**src/rtl/multi_fan_ctrl.sv**
```systemverilog
// Multi-channel fan controller: per-channel PI loop computed one channel per enabled
// cycle after a sample strobe, driving glitch-free PWM outputs from a shared counter.
module multi_fan_ctrl #(
  parameter int CHANNELS      = 2,
  parameter int ADC_BITWIDTH  = 4,
  parameter int FRAC_BITWIDTH = 6,
  parameter int PWM_PERIOD    = 19,
  parameter int MIN_DUTY      = 3
) (
  input  logic                                              clk_i,
  input  logic                                              rstn_i,
  input  logic                                              clk_en_i,
  input  logic [CHANNELS*ADC_BITWIDTH-1:0]                  adc_value_i,
  input  logic [ADC_BITWIDTH-1:0]                           set_value_i,
  input  logic [((CHANNELS > 1) ? $clog2(CHANNELS) : 1)-1:0] set_ch_i,
  input  logic                                              config_en_i,
  input  logic                                              dataValid_STRB_i,
  input  logic [ADC_BITWIDTH+FRAC_BITWIDTH-1:0]             b2_i,
  input  logic [ADC_BITWIDTH+FRAC_BITWIDTH-1:0]             b0_i,
  output logic [CHANNELS-1:0]                               pwm_o,
  output logic                                              busy_o,
  output logic                                              done_o,
  output logic                                              overrun_o,
  output logic [1:0]                                        state_o
);

  localparam int IDX_W = (CHANNELS > 1) ? $clog2(CHANNELS) : 1;
  localparam int CW    = ADC_BITWIDTH + FRAC_BITWIDTH;
  localparam int EW    = ADC_BITWIDTH + 1;
  localparam int SW    = CW + EW + 2;
  localparam int CNT_W = $clog2(PWM_PERIOD + 1);
  localparam logic [CW-1:0]           Y_MAX     = CW'(((2 ** ADC_BITWIDTH) - 1) << FRAC_BITWIDTH);
  localparam logic signed [SW-1:0]    Y_MAX_EXT = SW'(Y_MAX);
  localparam logic [ADC_BITWIDTH-1:0] MIN_D     = ADC_BITWIDTH'(MIN_DUTY);
  localparam logic [CNT_W-1:0]        CNT_MAX   = CNT_W'(PWM_PERIOD);
  localparam logic [IDX_W-1:0]        LAST_CH   = IDX_W'(CHANNELS - 1);

  typedef enum logic [1:0] {IDLE = 2'd0, CALC = 2'd1, CONFIG = 2'd2} state_t;

  state_t state_reg, state_next;
  logic [IDX_W-1:0] ch_reg;
  logic [CNT_W-1:0] cnt_reg;
  logic             done_reg, overrun_reg;

  logic start_calc, calc_step, last_ch, wrap;
  assign start_calc = clk_en_i && (state_reg == IDLE) && !config_en_i && dataValid_STRB_i;
  assign calc_step  = clk_en_i && (state_reg == CALC);
  assign last_ch    = (ch_reg == LAST_CH);
  assign wrap       = clk_en_i && (cnt_reg == CNT_MAX);

  // Per-channel state lives in the generate scope; these arrays expose it to the shared datapath.
  logic [ADC_BITWIDTH-1:0] setpoint_arr [CHANNELS];
  logic [ADC_BITWIDTH-1:0] sample_arr   [CHANNELS];
  logic [CW-1:0]           y_arr        [CHANNELS];
  logic signed [EW-1:0]    e_arr        [CHANNELS];

  logic signed [EW-1:0]    e_new;
  logic signed [SW-1:0]    y_ext, prod2, prod0, y_sum;
  logic [CW-1:0]           y_sat;
  logic [ADC_BITWIDTH-1:0] duty_raw, duty_new;

  assign e_new    = $signed({1'b0, setpoint_arr[ch_reg]}) - $signed({1'b0, sample_arr[ch_reg]});
  assign y_ext    = SW'($signed({1'b0, y_arr[ch_reg]}));
  assign prod2    = SW'($signed(b2_i)) * SW'(e_new);
  assign prod0    = SW'($signed(b0_i)) * SW'(e_arr[ch_reg]);
  assign y_sum    = y_ext + prod2 + prod0;
  assign duty_raw = y_sat[CW-1:FRAC_BITWIDTH];
  assign duty_new = ((duty_raw != '0) && (duty_raw < MIN_D)) ? MIN_D : duty_raw;

  // Clamping the stored integrator is the anti-windup: y never leaves the usable duty range.
  always_comb begin
    y_sat = y_sum[CW-1:0];
    if (y_sum[SW-1])
      y_sat = '0;
    else if (y_sum > Y_MAX_EXT)
      y_sat = Y_MAX;
  end

  always_ff @(posedge clk_i or negedge rstn_i) begin
    if (!rstn_i)
      state_reg <= IDLE;
    else
      state_reg <= state_next;
  end

  always_comb begin
    state_next = state_reg;
    if (clk_en_i) begin
      case (state_reg)
        IDLE:    if (config_en_i) state_next = CONFIG;
                 else if (dataValid_STRB_i) state_next = CALC;
        CALC:    if (last_ch) state_next = IDLE;
        CONFIG:  if (!config_en_i) state_next = IDLE;
        default: state_next = IDLE;
      endcase
    end
  end

  always_comb begin
    busy_o  = (state_reg == CALC);
    state_o = state_reg;
  end

  always_ff @(posedge clk_i or negedge rstn_i) begin
    if (!rstn_i) begin
      ch_reg      <= '0;
      cnt_reg     <= '0;
      done_reg    <= 1'b0;
      overrun_reg <= 1'b0;
    end else begin
      // done is a single clk_i pulse regardless of the enable pattern that follows.
      done_reg <= calc_step && last_ch;
      if (calc_step && dataValid_STRB_i)
        overrun_reg <= 1'b1;
      if (start_calc)
        ch_reg <= '0;
      else if (calc_step)
        ch_reg <= ch_reg + 1'b1;
      if (wrap)
        cnt_reg <= '0;
      else if (clk_en_i)
        cnt_reg <= cnt_reg + 1'b1;
    end
  end

  assign done_o    = done_reg;
  assign overrun_o = overrun_reg;

  genvar gi;
  generate
    for (gi = 0; gi < CHANNELS; gi++) begin : g_ch
      logic [ADC_BITWIDTH-1:0] setpoint_reg, sample_reg, pend_duty_reg, act_duty_reg;
      logic [CW-1:0]           y_reg;
      logic signed [EW-1:0]    e_reg;
      logic                    sel;

      assign sel = calc_step && (ch_reg == IDX_W'(gi));

      always_ff @(posedge clk_i or negedge rstn_i) begin
        if (!rstn_i) begin
          setpoint_reg  <= '0;
          sample_reg    <= '0;
          pend_duty_reg <= '0;
          act_duty_reg  <= '0;
          y_reg         <= '0;
          e_reg         <= '0;
        end else begin
          if (clk_en_i && (state_reg == CONFIG) && dataValid_STRB_i && (set_ch_i == IDX_W'(gi)))
            setpoint_reg <= set_value_i;
          if (start_calc)
            sample_reg <= adc_value_i[gi*ADC_BITWIDTH +: ADC_BITWIDTH];
          if (sel) begin
            y_reg         <= y_sat;
            e_reg         <= e_new;
            pend_duty_reg <= duty_new;
          end
          if (wrap)
            act_duty_reg <= pend_duty_reg;
        end
      end

      assign setpoint_arr[gi] = setpoint_reg;
      assign sample_arr[gi]   = sample_reg;
      assign y_arr[gi]        = y_reg;
      assign e_arr[gi]        = e_reg;
      assign pwm_o[gi]        = (cnt_reg < CNT_W'(act_duty_reg));
    end
  endgenerate

endmodule

```
**config.mk**
```make
export PLATFORM = sky130hd
export DESIGN_NAME = multi_fan_ctrl
export DESIGN_NICKNAME = d
export VERILOG_FILES = /design/src/rtl/multi_fan_ctrl.sv
export SDC_FILE = /design/constraint.sdc
export NUM_CORES = 1
export LEC_CHECK = 0
export ABC_AREA = 1
export CORE_AREA = 5 5 121 123
export DETAILED_ROUTE_END_ITERATION = 16
export DIE_AREA = 0 0 126 128
export HOLD_SLACK_MARGIN = 0.05
export PLACE_DENSITY = 0.81
export REMOVE_ABC_BUFFERS = 1
export SYNTH_ARGS = -nofsm -noshare
export SYNTH_HDL_FRONTEND = slang
export SYNTH_SLANG_ARGS = --single-unit
```
**constraint.sdc**
```tcl
create_clock -name clk_i -period 8.5 [get_ports clk_i]
set_input_delay 1.7 -clock clk_i [delete_from_list [all_inputs] [get_ports clk_i]]
set_output_delay 1.7 -clock clk_i [all_outputs]
set_load 0.01 [all_outputs]
```
==> flow_summary_export.csv, run 1 <==
group,metric,value,unit
status,outcome,"completed",
setup_path,crit_type,"flip-flop to flip-flop",
global_routing,antenna_found_initial,0,
min_path,whs_path_depth,1,
setup_path,r2r-start,"ch_reg$_DFFE_PN0P_",
sta,slew_violations,0,
floorplanning,die_y,128,µm
placed_design,numPortBuffers,44,
min_path,holdPathEnd,"overrun_o$_DFFE_PN0P_",
synth,seq_area_frac_synth,22.34,%
floorplanning,num_io_pins,45,
setup_path,crit_slowest_cell,"fa_1",
clock_network,clk-insertion-delay-late,0.34,ns
clock_network,htree_levels,3,
finish,fin_util,65.07,%
setup_path,path_common_cell,"nand2_1",
finish,fillCellCount,1107,
synth,syn_area,7840,µm²
floorplanning,initial_core_util,57.83,%
placed_design,place_congestion,0.8987,
synth,synth-seq-cells,70,
sta,totalNegativeSetupSlack,0,ns
drt,first_iter_violations,553,
sta,worstMarginPinSlew,1.295,ns
min_path,worstHoldStart,"overrun_o$_DFFE_PN0P_",
drt,vias,6410,
global_routing,gr-total-overflow,0,
finish,final-seq-area,1752,µm²
sta,timing.fmax,0.1366,GHz
floorplanning,core.rowCount,43,
placed_design,dp_worst_setup_slack,1.023,ns
drt,drtAntennaViolNets,0,
clock_network,clk_path_buf_depth,2,
setup_path,cp.arrival,7.58,ns
setup_path,cp-end-kind,"flip-flop",
drt,route.detailed.drc,0,
clock_network,post_cts_resized,0,
sta,final-setup-viol-count,0,
setup_path,reg2regPathDepth,30,
floorplanning,design.die.area,16130,µm²
setup_path,path_max_fanout,31,
synth,synth_edf_count,0,
global_routing,grt_pass1_vias,6407,
finish,largest_register_ffs,18,
sta,rsz0062_at_grt,"false",
floorplanning,core_area,13560,µm²
synth,synthFlopType,"dfrtp_1",
setup_path,worst_ep_required_time,8.76,ns
synth,yosysWarnings,0,
sta,fin_ws,1.180,ns
run,maxCapViolCount,0,
setup_path,cp-start-kind,"flip-flop",
synth,syn_inst,1000,
global_routing,grt_start_max_net_pins,71,
global_routing,grt_usage,23.82,%
global_routing,grt_pass1_wl,30.74,mm
synth,synth.distinct_cells,36,
clock_network,post_cts_buffers,0,
floorplanning,chipWidth,126,µm
setup_path,r2r_slack,1.18,ns
sta,whs,0.4684,ns
setup_path,crit_path_max_incr_delay,0.55,ns
sta,finalClockSkew,0.006024,ns
setup_path,r2r_end,"g_ch[0].y_reg[0]$_DFFE_PN0P_",
synth,synthArstFlopShare,100.0,%
drt,drt-vias-per-instance,5.224,
sta,finalCritPeriodShare,86.12,%
clock_network,holdBufCountCts,0,
sta,hold_viol,0,
finish,nets,1248,
sta,maxSlewHeadroom,11.20,%
min_path,hold_class,"flip-flop to flip-flop",
finish,area_delta_synth_final,12.53,%
finish,multi_input_area,5110,µm²
synth,avgSynthCellArea,7.840,µm²
clock_network,cts.sinks,70,
drt,firstDrtPassIters,6,
finish,drive_gt1_share,4.107,%
placed_design,post-dp-hpwl,14.70,mm
finish,n_antenna_cell,0,
drt,wire_per_inst,14.73,µm
clock_network,root_buffer,"clkbuf_16",
drt,drt_wl_total,18.08,mm
sta,min_period,7.320,ns
clock_network,cts_tree,"yes",
clock_network,cts_buffers,9,
clock_network,path_clk_slew,0.06,ns
==> worst max-delay path: cells and delay by family, from the launching register on <==
family	cells	cell delay (ns)
AOI/OAI and AO/OA	2	0.23
adders and majority gates	7	3.31
buffers and inverters	5	0.63
DFF	1	0.44
muxes	1	0.36
and+or+nand+nor	15	2.25
==> final cells by class <==
class                      instances  area share (%)
inverter                         243           10.34
sequential                        70           19.86
clock inverter                     5           1.191
clock buffer                      11           2.865
timing repair buffer              48           5.276
multi-input combinational        670           57.92
tap                              180           2.553
==> kinds of logic after synthesis <==
logic type | after synthesis | synth area share (%)
and+or+nand+nor | 410 | 21.31
buffers and inverters | 260 | 12.48
adders and majority gates | 168 | 36.87
AOI/OAI and AO/OA | 78 | 5.330
DFF | 70 | 22.34
xor gates and xnor gates | 8 | 0.8937
muxes | 6 | 0.7820
==> Yosys cell counts (all sizes together), types with 3 or more instances <==
master	instances	share of area, %
inv	239	11
or2	4	0.32
a21oi	10	0.64
clkbuf	14	0.67
clkinv	4	0.19
nand3	28	2.0
nor3	6	0.38
xor2	5	0.56
ha	63	10
mux2i	5	0.64
dfrtp	70	22
xnor2	3	0.34
buf	3	0.18
nand3b	3	0.29
nand4	9	0.72
o21ai	57	3.6
nand2	273	13
nor2	86	4.4
o21bai	3	0.29
fa	105	27
==> per-stage QoR <==
| step | area (µm²) | std cells |
|---|---|---|
| 2_1_floorplan | 7774 | 983 |
| 4_1_cts | 8822 | 1227 |
| 3_3_place_gp | 8464 | 1211 |
| 5_1_grt | 8822 | 1227 |
| 6_report | 8822 | 1227 |
| 3_5_place_dp | 8464 | 1211 |
==> worst max-delay path by stage <==
stage | start | endpoint | cells past startpoint
floorplan | ch_reg$_DFFE_PN0P_ | g_ch[0].pend_duty_reg[0]$_DFFE_PN0P_ | 34
global placement | b2_i[9] | g_ch[0].pend_duty_reg[0]$_DFFE_PN0P_ | 23
detailed placement | b2_i[9] | g_ch[0].pend_duty_reg[0]$_DFFE_PN0P_ | 23
CTS | ch_reg$_DFFE_PN0P_ | g_ch[0].y_reg[1]$_DFFE_PN0P_ | 30
global route | ch_reg$_DFFE_PN0P_ | g_ch[0].pend_duty_reg[0]$_DFFE_PN0P_ | 30
finish | ch_reg$_DFFE_PN0P_ | g_ch[0].y_reg[0]$_DFFE_PN0P_ | 30
==> layer usage <==
layer / up-vias / GRT usage, % / part of all wire, %
met5: - / 0 / 0
met4: 0 / 7.192 / 2.7
met3: 37 / 5.167 / 7.4
met2: 244 / 37.25 / 46
met1: 3077 / 33.65 / 44
li1: 3052 / - / -
==> cells in the final DEF (no fill, tap or decap), types with 9 or more instances in the layout <==
master / netlist / routed
nand2_1: 271 / 271
ha_1: 63 / 63
nand4_1: 9 / 9
o21ai_0: 50 / 50
fa_1: 105 / 105
a21oi_1: 10 / 10
dfrtp_1: 70 / 70
nand3_1: 25 / 25
clkdlybuf4s50_1: 0 / 43
clkbuf_16: 0 / 9
inv_1: 232 / 232
nor2_1: 81 / 81
Power of run 1 is not shown: default switching activity piles up to over one toggle a cycle in this logic, so the estimate is an artifact.
==> run 2, diff against run 1 <==
--- a/config.mk
+++ b/config.mk
@@ -7,6 +7,7 @@
 export LEC_CHECK = 0
 export ABC_AREA = 1
 export CORE_AREA = 5 5 121 123
+export CTS_BUF_LIST = sky130_fd_sc_hd__clkbuf_2
 export DETAILED_ROUTE_END_ITERATION = 16
 export DIE_AREA = 0 0 126 128
 export HOLD_SLACK_MARGIN = 0.05
==> run 2 against run 1 <==
Maximum frequency is essentially flat. Global-route usage fell by 0.64 points. Critical path depth stayed put. Via count decreased by 1.1%. Worst hold slack improved by 0.028 ns. Utilization down 1.5 points. Clock-buffer cell count down 2. Register-to-register slack is essentially flat. Die area is the same. Clock skew increased by 0.019 ns. Flip-flop and latch count is the same. Non-clock buffer count unchanged. Largest cell class unchanged. Highest routed layer unchanged.
==> flow_summary_export.csv, run 2 (synthesized netlist as in run 1, its figures left out) <==
group,metric,value,unit
drt,drt_wl_total,17.54,mm
clock_network,clk_path_buf_depth,2,
floorplanning,num_io_pins,45,
min_path,hold_class,"flip-flop to flip-flop",
global_routing,grt_start_max_net_pins,71,
floorplanning,core_area,13560,µm²
sta,min_period,7.314,ns
drt,firstDrtPassIters,7,
placed_design,post-dp-hpwl,14.70,mm
floorplanning,core.rowCount,43,
status,outcome,"completed",
sta,hold_viol,0,
drt,route.detailed.drc,0,
global_routing,grt_usage,23.17,%
sta,totalNegativeSetupSlack,0,ns
finish,final_area,8622,µm²
clock_network,cts_buffers,9,
clock_network,clk-insertion-delay-late,0.52,ns
global_routing,antenna_found_initial,0,
finish,area_delta_synth_final,9.974,%
finish,layout_commonest_cell,"nand2_1",
setup_path,cp-start-kind,"flip-flop",
finish,nets,1248,
clock_network,path_clk_slew,0.20,ns
setup_path,crit_slowest_cell,"fa_1",
floorplanning,initial_core_util,57.83,%
sta,finalCritPeriodShare,86.05,%
clock_network,htree_levels,3,
sta,final-setup-viol-count,0,
finish,n_antenna_cell,0,
sta,maxSlewHeadroom,12.33,%
run,maxCapViolCount,0,
drt,vias,6337,
drt,wire_per_inst,14.29,µm
finish,largest_register_ffs,18,
sta,timing.fmax,0.1367,GHz
floorplanning,chipWidth,126,µm
clock_network,post_cts_resized,0,
sta,worstMarginPinSlew,1.279,ns
setup_path,path_max_fanout,31,
global_routing,grt_pass1_wl,30.01,mm
setup_path,critical_path.top_delay_family,"adder cells",
drt,drtAntennaViolNets,0,
placed_design,dpl_cell_area,8464,µm²
finish,drive_gt1_share,3.916,%
clock_network,holdBufCountCts,0,
sta,whs,0.4964,ns
setup_path,cp-end-kind,"flip-flop",
global_routing,grt_pass1_vias,6314,
global_routing,gr-total-overflow,0,
placed_design,place_congestion,0.8987,
finish,layout_common_cells,"nand2_1 (271), inv_1 (232), fa_1 (105), nor2_1 (81), dfrtp_1 (70)",
clock_network,root_buffer,"clkbuf_2",
clock_network,cts.sinks,70,
setup_path,path_common_cell,"nand2_1",
setup_path,crit_buf_inv,4,
setup_path,crit_path_max_incr_delay,0.55,ns
sta,slew_violations,0,
floorplanning,die_y,128,µm
clock_network,post_cts_buffers,0,
setup_path,crit_type,"flip-flop to flip-flop",
placed_design,numPortBuffers,44,
setup_path,cp.arrival,7.76,ns
sta,rsz0062_at_grt,"false",
setup_path,worst_ep_required_time,8.95,ns
sta,finalClockSkew,0.02466,ns
clock_network,cts_tree,"yes",
floorplanning,design.die.area,16130,µm²
drt,drt-vias-per-instance,5.165,
drt,first_iter_violations,528,
run 2: changes by cell type in the layout (fill, tap and decap cells not counted):
cell       change
clkbuf_2       +9
clkbuf_8       -2
clkinv_1       +2
clkbuf_16      -9
run 2: area by class of cell:
cell class | instances | area, µm²
clock buffers | 9 | 45.04
clock inverters | 7 | 112.6
inverters | 243 | 912.1
fillers | 1161 | 4936
repair buffers | 48 | 465.4
well taps | 180 | 225.2
multi-input cells | 670 | 5110
flip-flops and latches | 70 | 1752
run 2: path summary, 6_finish.rpt:
| kind | cells after the start | from | slack, ns | end |
|---|---|---|---|---|
| setup / recovery | 30 | ch_reg$_DFFE_PN0P_ | 1.19 | g_ch[0].pend_duty_reg[0]$_DFFE_PN0P_ |
| hold / removal | 1 | overrun_o$_DFFE_PN0P_ | 0.50 | overrun_o$_DFFE_PN0P_ |
| setup reg to reg | 30 | ch_reg$_DFFE_PN0P_ | 1.19 | g_ch[0].pend_duty_reg[0]$_DFFE_PN0P_ |
| hold reg to reg | 1 | overrun_o$_DFFE_PN0P_ | 0.50 | overrun_o$_DFFE_PN0P_ |
| max in group asynchronous | 2 | rstn_i | 6.57 | g_ch[1].y_reg[1]$_DFFE_PN0P_ |
| min in group asynchronous | 2 | rstn_i | 1.34 | g_ch[1].e_reg[0]$_DFFE_PN0P_ |
run 2: worst reg2reg max path: cells and delay by family (launching register included):
family | cells | cell delay (ns)
fa+ha+maj | 7 | 3.31
buf+inv | 4 | 0.53
mux | 1 | 0.37
simple gates | 16 | 2.25
compound gates | 2 | 0.33
flops | 1 | 0.48
run 2: layer usage:
| layer | wire length [µm] | up-vias | global-route usage (%) |
|---|---|---|---|
| met5 | 0 | - | 0 |
| met3 | 1147 | 35 | 5.250 |
| met1 | 8085 | 3034 | 33.36 |
| met2 | 7827 | 209 | 35.46 |
| li1 | - | 3059 | - |
| met4 | 477 | 0 | 6.814 |
run 2: per-stage QoR:
stage	setup WS, ns	instances	util, %
after floorplan	1.612	983	-
after global placement	1.099	1211	62.43
after detailed placement	1.023	1211	62.43
after CTS	1.200	1227	63.59
after global routing	0.5226	1227	63.59
final	1.186	1227	63.59
Power of run 2 is left out for the same reason.
